$ cat config.mk
export PLATFORM = sky130hd
export DESIGN_NAME = rx_word_assembler
export DESIGN_NICKNAME = d
export VERILOG_FILES = /design/src/rtl/rx_asm_pkg.sv /design/src/rtl/rx_idle_timer.sv /design/src/rtl/rx_word_assembler.sv
export SDC_FILE = /design/constraint.sdc
export NUM_CORES = 1
export LEC_CHECK = 0
export CORE_MARGIN = 2
export CORE_UTILIZATION = 42
export DETAILED_ROUTE_END_ITERATION = 8
export HOLD_SLACK_MARGIN = 0.08
export PLACE_DENSITY = 0.76
export SLEW_MARGIN = 20
export SYNTH_ARGS = -nofsm -noshare
export SYNTH_HDL_FRONTEND = slang
export SYNTH_SLANG_ARGS = --single-unit
export TNS_END_PERCENT = 100
$ cat constraint.sdc
create_clock -name clk -period 1.3 [get_ports clk]
set_input_delay 0.26 -clock clk [delete_from_list [all_inputs] [get_ports clk]]
set_output_delay 0.26 -clock clk [all_outputs]
set_load 0.05 [all_outputs]
$ cat src/rtl/rx_asm_pkg.sv
// Shared types for the serial debug receive-word assembler.
// Holds the FSM state encoding and transfer-type codes.
package rx_asm_pkg;

   typedef enum logic [1:0] {
      IDLE    = 2'd0,
      COLLECT = 2'd1,
      HOLD    = 2'd2
   } state_t;

   localparam logic TYPE_BYTE = 1'b0;
   localparam logic TYPE_WORD = 1'b1;

endpackage

$ cat src/rtl/rx_idle_timer.sv
// Inter-byte idle timer: loads LIMIT-1 on clear and counts down.
// expire is high once the count has reached zero.
module rx_idle_timer
   import rx_asm_pkg::*;
#(
   parameter int LIMIT = 8
) (
   input  logic clk,
   input  logic rst,
   input  logic clear,
   input  logic en,
   output logic expire
);

   localparam int W = (LIMIT > 1) ? $clog2(LIMIT) : 1;
   localparam logic [W-1:0] LOAD = W'(LIMIT - 1);

   logic [W-1:0] count;

   // reload on every accepted byte, saturate at zero while idle
   always_ff @(posedge clk or posedge rst) begin
      if (rst)
         count <= LOAD;
      else if (clear)
         count <= LOAD;
      else if (en && count != '0)
         count <= count - W'(1);
   end

   assign expire = (count == '0);

endmodule

$ cat src/rtl/rx_word_assembler.sv
// Receive-side byte-to-word assembler for the serial debug unit.
// Collects UART bytes into single bytes or DW_BYTES-wide words.
module rx_word_assembler
   import rx_asm_pkg::*;
#(
   parameter int DW_BYTES   = 4,
   parameter bit BIG_ENDIAN = 1'b0,
   parameter int TIMEOUT    = 0
) (
   input  logic                          clk,
   input  logic                          rst,
   input  logic                          clr,
   input  logic [7:0]                    in_data,
   input  logic                          in_type,
   input  logic                          in_valid,
   output logic                          in_ready,
   output logic [8*DW_BYTES-1:0]         out_data,
   output logic                          out_type,
   output logic [$clog2(DW_BYTES+1)-1:0] out_cnt,
   output logic                          out_err,
   output logic                          out_valid,
   input  logic                          out_ready
);

   localparam int CW = $clog2(DW_BYTES + 1);
   localparam int OW = 8 * DW_BYTES;

   state_t          state;
   logic            accept;
   logic            expire;
   logic [CW-1:0]   lane_idx;
   logic [CW-1:0]   lane;

   // both handshakes decode from registered state only
   assign in_ready  = (state != HOLD);
   assign out_valid = (state == HOLD);
   assign accept    = in_valid && in_ready;

   // lane for the incoming byte; out_cnt doubles as the byte counter
   always_comb begin
      lane_idx = (state == IDLE) ? '0 : out_cnt;
      lane     = BIG_ENDIAN ? (CW'(DW_BYTES - 1) - lane_idx) : lane_idx;
   end

   function automatic logic [OW-1:0] place(input logic [7:0]    b,
                                           input logic [CW-1:0] l);
      logic [OW-1:0] w;
      w = '0;
      for (int i = 0; i < DW_BYTES; i++)
         if (int'(l) == i)
            w[8*i +: 8] = b;
      return w;
   endfunction

   generate
      if (TIMEOUT > 0) begin : g_timer
         logic timer_clear;
         logic timer_en;
         assign timer_clear = clr || accept;
         assign timer_en    = (state == COLLECT) && !accept;
         rx_idle_timer #(
            .LIMIT (TIMEOUT)
         ) u_timer (
            .clk    (clk),
            .rst    (rst),
            .clear  (timer_clear),
            .en     (timer_en),
            .expire (expire)
         );
      end else begin : g_no_timer
         assign expire = 1'b0;
      end
   endgenerate

   // transfer FSM: clr beats every other event, an accepted byte beats expiry
   always_ff @(posedge clk or posedge rst) begin
      if (rst) begin
         state    <= IDLE;
         out_data <= '0;
         out_type <= TYPE_BYTE;
         out_cnt  <= '0;
         out_err  <= 1'b0;
      end else if (clr) begin
         state    <= IDLE;
         out_data <= '0;
         out_type <= TYPE_BYTE;
         out_cnt  <= '0;
         out_err  <= 1'b0;
      end else begin
         unique case (state)
            IDLE: begin
               if (accept) begin
                  out_type <= in_type;
                  out_err  <= 1'b0;
                  out_cnt  <= CW'(1);
                  if (in_type == TYPE_WORD) begin
                     out_data <= place(in_data, lane);
                     state    <= COLLECT;
                  end else begin
                     out_data <= OW'(in_data);
                     state    <= HOLD;
                  end
               end
            end
            COLLECT: begin
               if (accept) begin
                  out_data <= out_data | place(in_data, lane);
                  out_cnt  <= out_cnt + CW'(1);
                  if (out_cnt == CW'(DW_BYTES - 1))
                     state <= HOLD;
               end else if (expire) begin
                  out_err <= 1'b1;
                  state   <= HOLD;
               end
            end
            HOLD: begin
               if (out_ready)
                  state <= IDLE;
            end
            default: state <= IDLE;
         endcase
      end
   end

endmodule
After elaboration in Yosys (flattened, before gate mapping)
Cells that the tools add are included.
{ "word_totals": {"register_bits": 39, "inputBits": 14, "out_inout_bits": 39, "wordCells": 66} }
{ "op_classes": {"add_sub_neg": 1, "eq_ne": 11, "muxes": 39, "bitwise_logic": 1, "reduce_logical": 9} }
{ "op_table": {"columns": ["cell", "n"], "rows": [
  ["$mux W32", 4],
  ["$mux W8", 16],
  ["$pmux W32 S2", 1],
  ["$or A32 B32 Y32", 1],
  ["$mux W2", 6],
  ["$mux W3", 4],
  ["$ne A3 B3 Y1 const B", 3],
  ["$eq A3 B2 Y1 const B", 2],
  ["$eq A3 B3 Y1 const B", 2],
  ["$mux W1", 6],
  ["$pmux W2 S3", 1],
  ["$pmux W3 S2", 1],
  ["$reduce_and A4 Y1", 1],
  ["$reduce_bool A2 Y1", 2],
  ["$add A3 B1 Y3 const B", 1],
  ["$logic_not A3 Y1", 1],
  ["$ne A3 B2 Y1 const B", 1],
  ["$reduce_and A3 Y1", 1],
  ["$reduce_bool A3 Y1", 1],
  ["$eq A2 B1 Y1 const B", 1],
  ["$eq A2 B2 Y1 const B", 1],
  ["$logic_not A2 Y1", 1],
  ["$ne A2 B2 Y1 const B", 1],
  ["$reduce_and A2 Y1", 1],
  ["$logic_and A1 B1 Y1", 1]
]} }

Longest topological paths before layout
{ "logic_depth": {"ltp_word": 11, "depth_mapped": 5, "mapped_depth_nobuf": 5} }

Least setup slack after synthesis
OpenSTA, ideal clock, no wires.
{ "synth_path": {"path_type": "register -> output", "startpoint": "register state[0]", "endpoint": "output out_valid", "arrival_ns": 1.526, "t_required_ns": 1.040, "slack_ns": -0.486, "path_stages_with_launch": 4, "path_buffers": 1, "cell_sequence": "dfrtp_1 -> clkbuf_1 -> nand2b_1 -> inv_1"} }
{ "synth_via": {"elab_chain_len": 1} }
{ "synth_rtl": {"columns": ["item", "line_no", "rtl"], "rows": [
  ["start: declaration", "rx_word_assembler.sv:28", "state_t state;"],
  ["start signal: assignment", "rx_word_assembler.sv:78", "state <= IDLE;"],
  ["start signal: assignment", "rx_word_assembler.sv:84", "state <= IDLE;"],
  ["start signal: assignment", "rx_word_assembler.sv:98", "state <= COLLECT;"],
  ["$eq A2 B2 Y1", "rx_word_assembler.sv:36", "assign out_valid = (state == HOLD);"],
  ["end: declaration", "rx_word_assembler.sv:21", "output logic out_valid,"]
]} }
No other way between the ends.

Worst setup path in the final report
{ "layout_path": {"startpoint": "register state[1]", "endpoint": "output out_valid"} }
Same word-level chain as after synthesis.

==> flow_results.org <==
** GRT
- Entering global routing, the biggest net connects 39 pins.
- The first global-routing pass estimated 9.018 mm of wire.
- In the global route stage, overall resource usage came out at 0.2749.
- The via count of the first global-routing pass was 1,718.
- The number of antenna violations at the first check in global routing came to 0.
- Total congestion overflow :: 0

** Setup path
- For this design, the slowest cell found on the critical path is sky130_fd_sc_hd__dfrtp_2.
- In this run the register-to-register setup slack is -0.18 ns.
- The critical path contains buffers and inverters numbering 3 combined.
- Counting buffers and inverters, the worst setup path is 4 cells deep.
- STA puts the critical path data required time at 1.04 ns.
- Number of cells traversed by the worst register-to-register path :: 7
- The signal on the critical path passes through buf_4 > nand2b_4 > clkinvlp_4 > buf_12.
- Crit path max-delay family :: flip-flops
- Critical Path Fanout Max :: 5
- CP endpoint kind :: output pin
- At the worst endpoint, the arrival time is 1.25 ns.
- STA classifies the critical path startpoint as a register.
- In this design, the stage delay of the slowest critical-path cell is 0.43 ns.
- By startpoint and endpoint, the worst setup path is classified as reg2out.

** Logic synthesis
- Share of synthesized area occupied by flip-flops and latches :: 0.5460
- The cell area that synthesis handed to floorplanning was 1742 µm².
- Most frequently used cell type in the post-synthesis netlist :: sky130_fd_sc_hd__dfrtp_1
- Yosys cell types :: 33
- The largest total area in the synthesized netlist belongs to sky130_fd_sc_hd__dfrtp_1.
- The commonest cells after synthesis are sky130_fd_sc_hd__dfrtp_1 (38), sky130_fd_sc_hd__a22o_1 (24), sky130_fd_sc_hd__inv_1 (9), sky130_fd_sc_hd__nand2_1 (9), sky130_fd_sc_hd__a21oi_1 (7).
- The share of synthesized area in the top cell type comes to 0.5460.
- Yosys warning count :: 0
- Gate count after technology mapping :: 141
- Nets in the synthesized netlist :: 157
- Ranked by total cell area, the synthesized netlist is headed by sky130_fd_sc_hd__dfrtp_1 (55%), sky130_fd_sc_hd__a22o_1 (12%), sky130_fd_sc_hd__nor4_4 (3.7%), sky130_fd_sc_hd__a21oi_1 (2.0%), sky130_fd_sc_hd__a2bb2oi_1 (2.0%).
- Counting flops and latches in the post-synthesis netlist gives 38.
- Number of synthesized flops with an enable pin :: 0
- Most instantiated flip-flop cell in the synthesis netlist :: sky130_fd_sc_hd__dfrtp_1
- The average instance in the mapped netlist occupies 12.35 µm².
- Counting flops with an async set or reset pin after synthesis yields a share of 1.000.

** STA
- Count of final max-slew check failures :: 0
- For this run, the top clock speed supported by timing is 660.4 MHz.
- After layout, the minimum clock period comes to 1.514 ns.
- Setup violations remaining at the end of the flow were counted as 40.
- In the finished design, the share of the clock period the worst path needs comes to 1.165.
- The count of endpoints failing hold in the final timing report is 0.
- Unrepaired setup endpoints after global routing :: yes
- Once routing completed, OpenROAD measured the worst setup slack at -0.2143 ns.
- Final hold analysis gives a worst-case slack of 0.2898 ns.
- Between clock sinks in the finished design, the worst skew comes to 0.01205 ns.

** Detailed routing
- Detailed route wirelength on metal3 :: 315 µm
- Iteration-0 DRC count of the detailed router :: 108
- TritonRoute pass-1 iters :: 4
- In the final routing, the length of wire on met1 measures 2.349 mm.
- DR DRC count :: 0
- Count of antenna-violating nets left after detailed routing :: 0
- Detailed routing inserted a total of 1,615 vias.
- WL met2 :: 3.147 mm
- Using the TritonRoute via totals, the vias-per-cell ratio works out to 5.830.
- Top metal layer carrying routed signals :: met4
- In the final routed layout, each cell accounts on average for 21.82 µm.
- The final layout contains routed wiring with a total length of 6.044 mm.

** Clocking
- Worst-Skew Late Latency :: 0.30 ns
- The number of hold buffers added after CTS was 0.
- Clock transition at the registers of the reported paths :: 0.09 ns
- CTS built an H-tree with a depth of 2.
- The clock net in this run drives a total of 38 sinks.
- TritonCTS built the clock tree.
- The tree is rooted in a sky130_fd_sc_hd__clkbuf_8.
- Bufs on Longest Clock Path :: 2
- In this run, CTS created clock tree buffers numbering 5.

** Die
- After floorplanning, the core was sized to cover 4000 µm².
- In this run the horizontal extent of the chip is 68.40 µm.
- The die is 68.40 µm tall.
- For this configuration, the core starts out at a cell density of 0.4354.
- In this run the count of I/O pins placed on the die edge is 53.
- Site row count :: 23
- The floorplan step defined a die boundary enclosing 4678 µm².

** Pwr
- Static leakage :: 1.367 nW
- PwrDens :: 922.2 nW/µm²
- Power comes to 3.034 mW.
- Worst voltage drop across the vdd grid :: 0.7576 mV

** Final layout
- Synthesis-to-layout area growth :: 88.86%
- The multi-input combinational cells in the finished layout cover a total of 908.4 µm².
- Final net count :: 242
- For this run, the share of the core covered by cells in the final layout is 0.8223.
- The layout has 189 filler cells.
- The number of antenna diodes in the final layout is 0.
- In the final layout, the share of cells above drive strength 1 is 0.5463.
- Registers take 959.7 µm².

** Min path
- Tightest Hold Check Type :: in2async

** Placed design
- The count of buffers added on input and output ports is 51.
- Routability-driven placement finished with a final weighted congestion of 0.8860.
- Post-detailed-placement half-perimeter wirelength :: 3.576 mm

** Outcome
- Result of the run :: complete, but fails checks
- Violations in the final reports :: negative setup slack

** Flow run
- Max-cap violations in this run came to 0.
[area by class of cell]
cell class | instances | area share
sequential | 38 | 0.2917
multi-input combinational | 89 | 0.2762
timing repair buffer | 83 | 0.3671
clock inverter | 3 | 0.01369
clock buffer | 5 | 0.02092
tap | 50 | 0.01902
inverter | 9 | 0.01141
[sequential cells by signal, indices dropped and copies added (netlist names)]
signal / cells
out_type: 1
out_data: 32
out_cnt: 3
state: 2
[repair_timing]
item | 4_1_cts | 5_1_grt
endpoints found under the setup margin | 39 | 41
cloned | 4 | 1
endpoints found under the hold margin | 0 | 0
buffers inserted | 10 | 2
pin swaps | 23 | 17
resized for setup | 37 | 19
[path summary, 6_finish.rpt]
kind / startpoint / to
setup / recovery: state[1] / out_valid
hold / removal: rst / out_data[0]
setup reg to reg: state[1] / out_data[3]
hold reg to reg: out_data[22] / out_data[22]
max in group asynchronous: rst / out_cnt[0]
min in group clk: out_data[22] / out_data[22]
[placed cells by master (no fill, tap or decap), types with 2 or more instances in the layout]
master and instances:
sky130_fd_sc_hd__o2111ai_2 2, sky130_fd_sc_hd__o21ai_2 4, sky130_fd_sc_hd__clkbuf_8 5, sky130_fd_sc_hd__nand2_1 8
sky130_fd_sc_hd__a2bb2oi_2 3, sky130_fd_sc_hd__nand2b_4 4, sky130_fd_sc_hd__dfrtp_2 4, sky130_fd_sc_hd__nor2_4 3
sky130_fd_sc_hd__buf_4 16, sky130_fd_sc_hd__o2111ai_4 2, sky130_fd_sc_hd__buf_12 40, sky130_fd_sc_hd__buf_6 14
sky130_fd_sc_hd__a21oi_2 5, sky130_fd_sc_hd__o221ai_2 3, sky130_fd_sc_hd__a22oi_1 3, sky130_fd_sc_hd__ha_2 2
sky130_fd_sc_hd__clkinvlp_4 3, sky130_fd_sc_hd__a21oi_1 2, sky130_fd_sc_hd__nor4_4 3, sky130_fd_sc_hd__nor2_2 2
sky130_fd_sc_hd__clkdlybuf4s50_1 12, sky130_fd_sc_hd__inv_1 7, sky130_fd_sc_hd__o211ai_1 4, sky130_fd_sc_hd__dfrtp_1 33
sky130_fd_sc_hd__a22o_1 24
[stage by stage]
step | cell area, µm² | setup TNS [ns] | setup WS (ns) | std cells
floorplan | 1775 | -1.039 | -0.08145 | 141
detailed placement | 2804 | -16.75 | -0.5385 | 252
global placement | 2804 | -13.99 | -0.4185 | 252
CTS | 3157 | -3.700 | -0.1907 | 274
finish | 3289 | -4.539 | -0.2143 | 277
global route | 3289 | -6.448 | -0.2548 | 277
[routing by layer]
metal | up-vias | global-route usage
li1 | 706 | -
met1 | 822 | 0.3578
met2 | 68 | 0.4243
met3 | 19 | 0.05921
met4 | 0 | 0.1525
met5 | - | 0
[where the power goes]
part           internal [mW]  total (mW)  switching (mW)  leakage [nW]
registers               1.21        1.26          0.0459         0.515
clock network          0.571        1.04           0.464        0.0504
logic                  0.342       0.739           0.397         0.802
total                   2.13        3.03           0.907          1.37
[logic make-up (layout without fill, tap and decap cells)]
family | count (synthesis) | after routing | share of synthesized area
and+or+nand+nor | 27 | 31 | 0.1315
DFF | 38 | 38 | 0.5460
buffers and inverters | 18 | 100 | 0.05962
other | 1 | 1 | 0.002153
adders and majority gates | 2 | 2 | 0.01437
AOI/OAI and AO/OA | 55 | 55 | 0.2464
[worst reg2reg max path: stages (launching register included)]
cell and delay, ns:
sky130_fd_sc_hd__dfrtp_2 0.43, sky130_fd_sc_hd__buf_4 0.14, sky130_fd_sc_hd__buf_6 0.11, sky130_fd_sc_hd__buf_4 0.14, sky130_fd_sc_hd__nand2b_4 0.15, sky130_fd_sc_hd__buf_6 0.13, sky130_fd_sc_hd__o31ai_4 0.19, sky130_fd_sc_hd__a21oi_2 0.09
(Power assumes the default switching activity.)
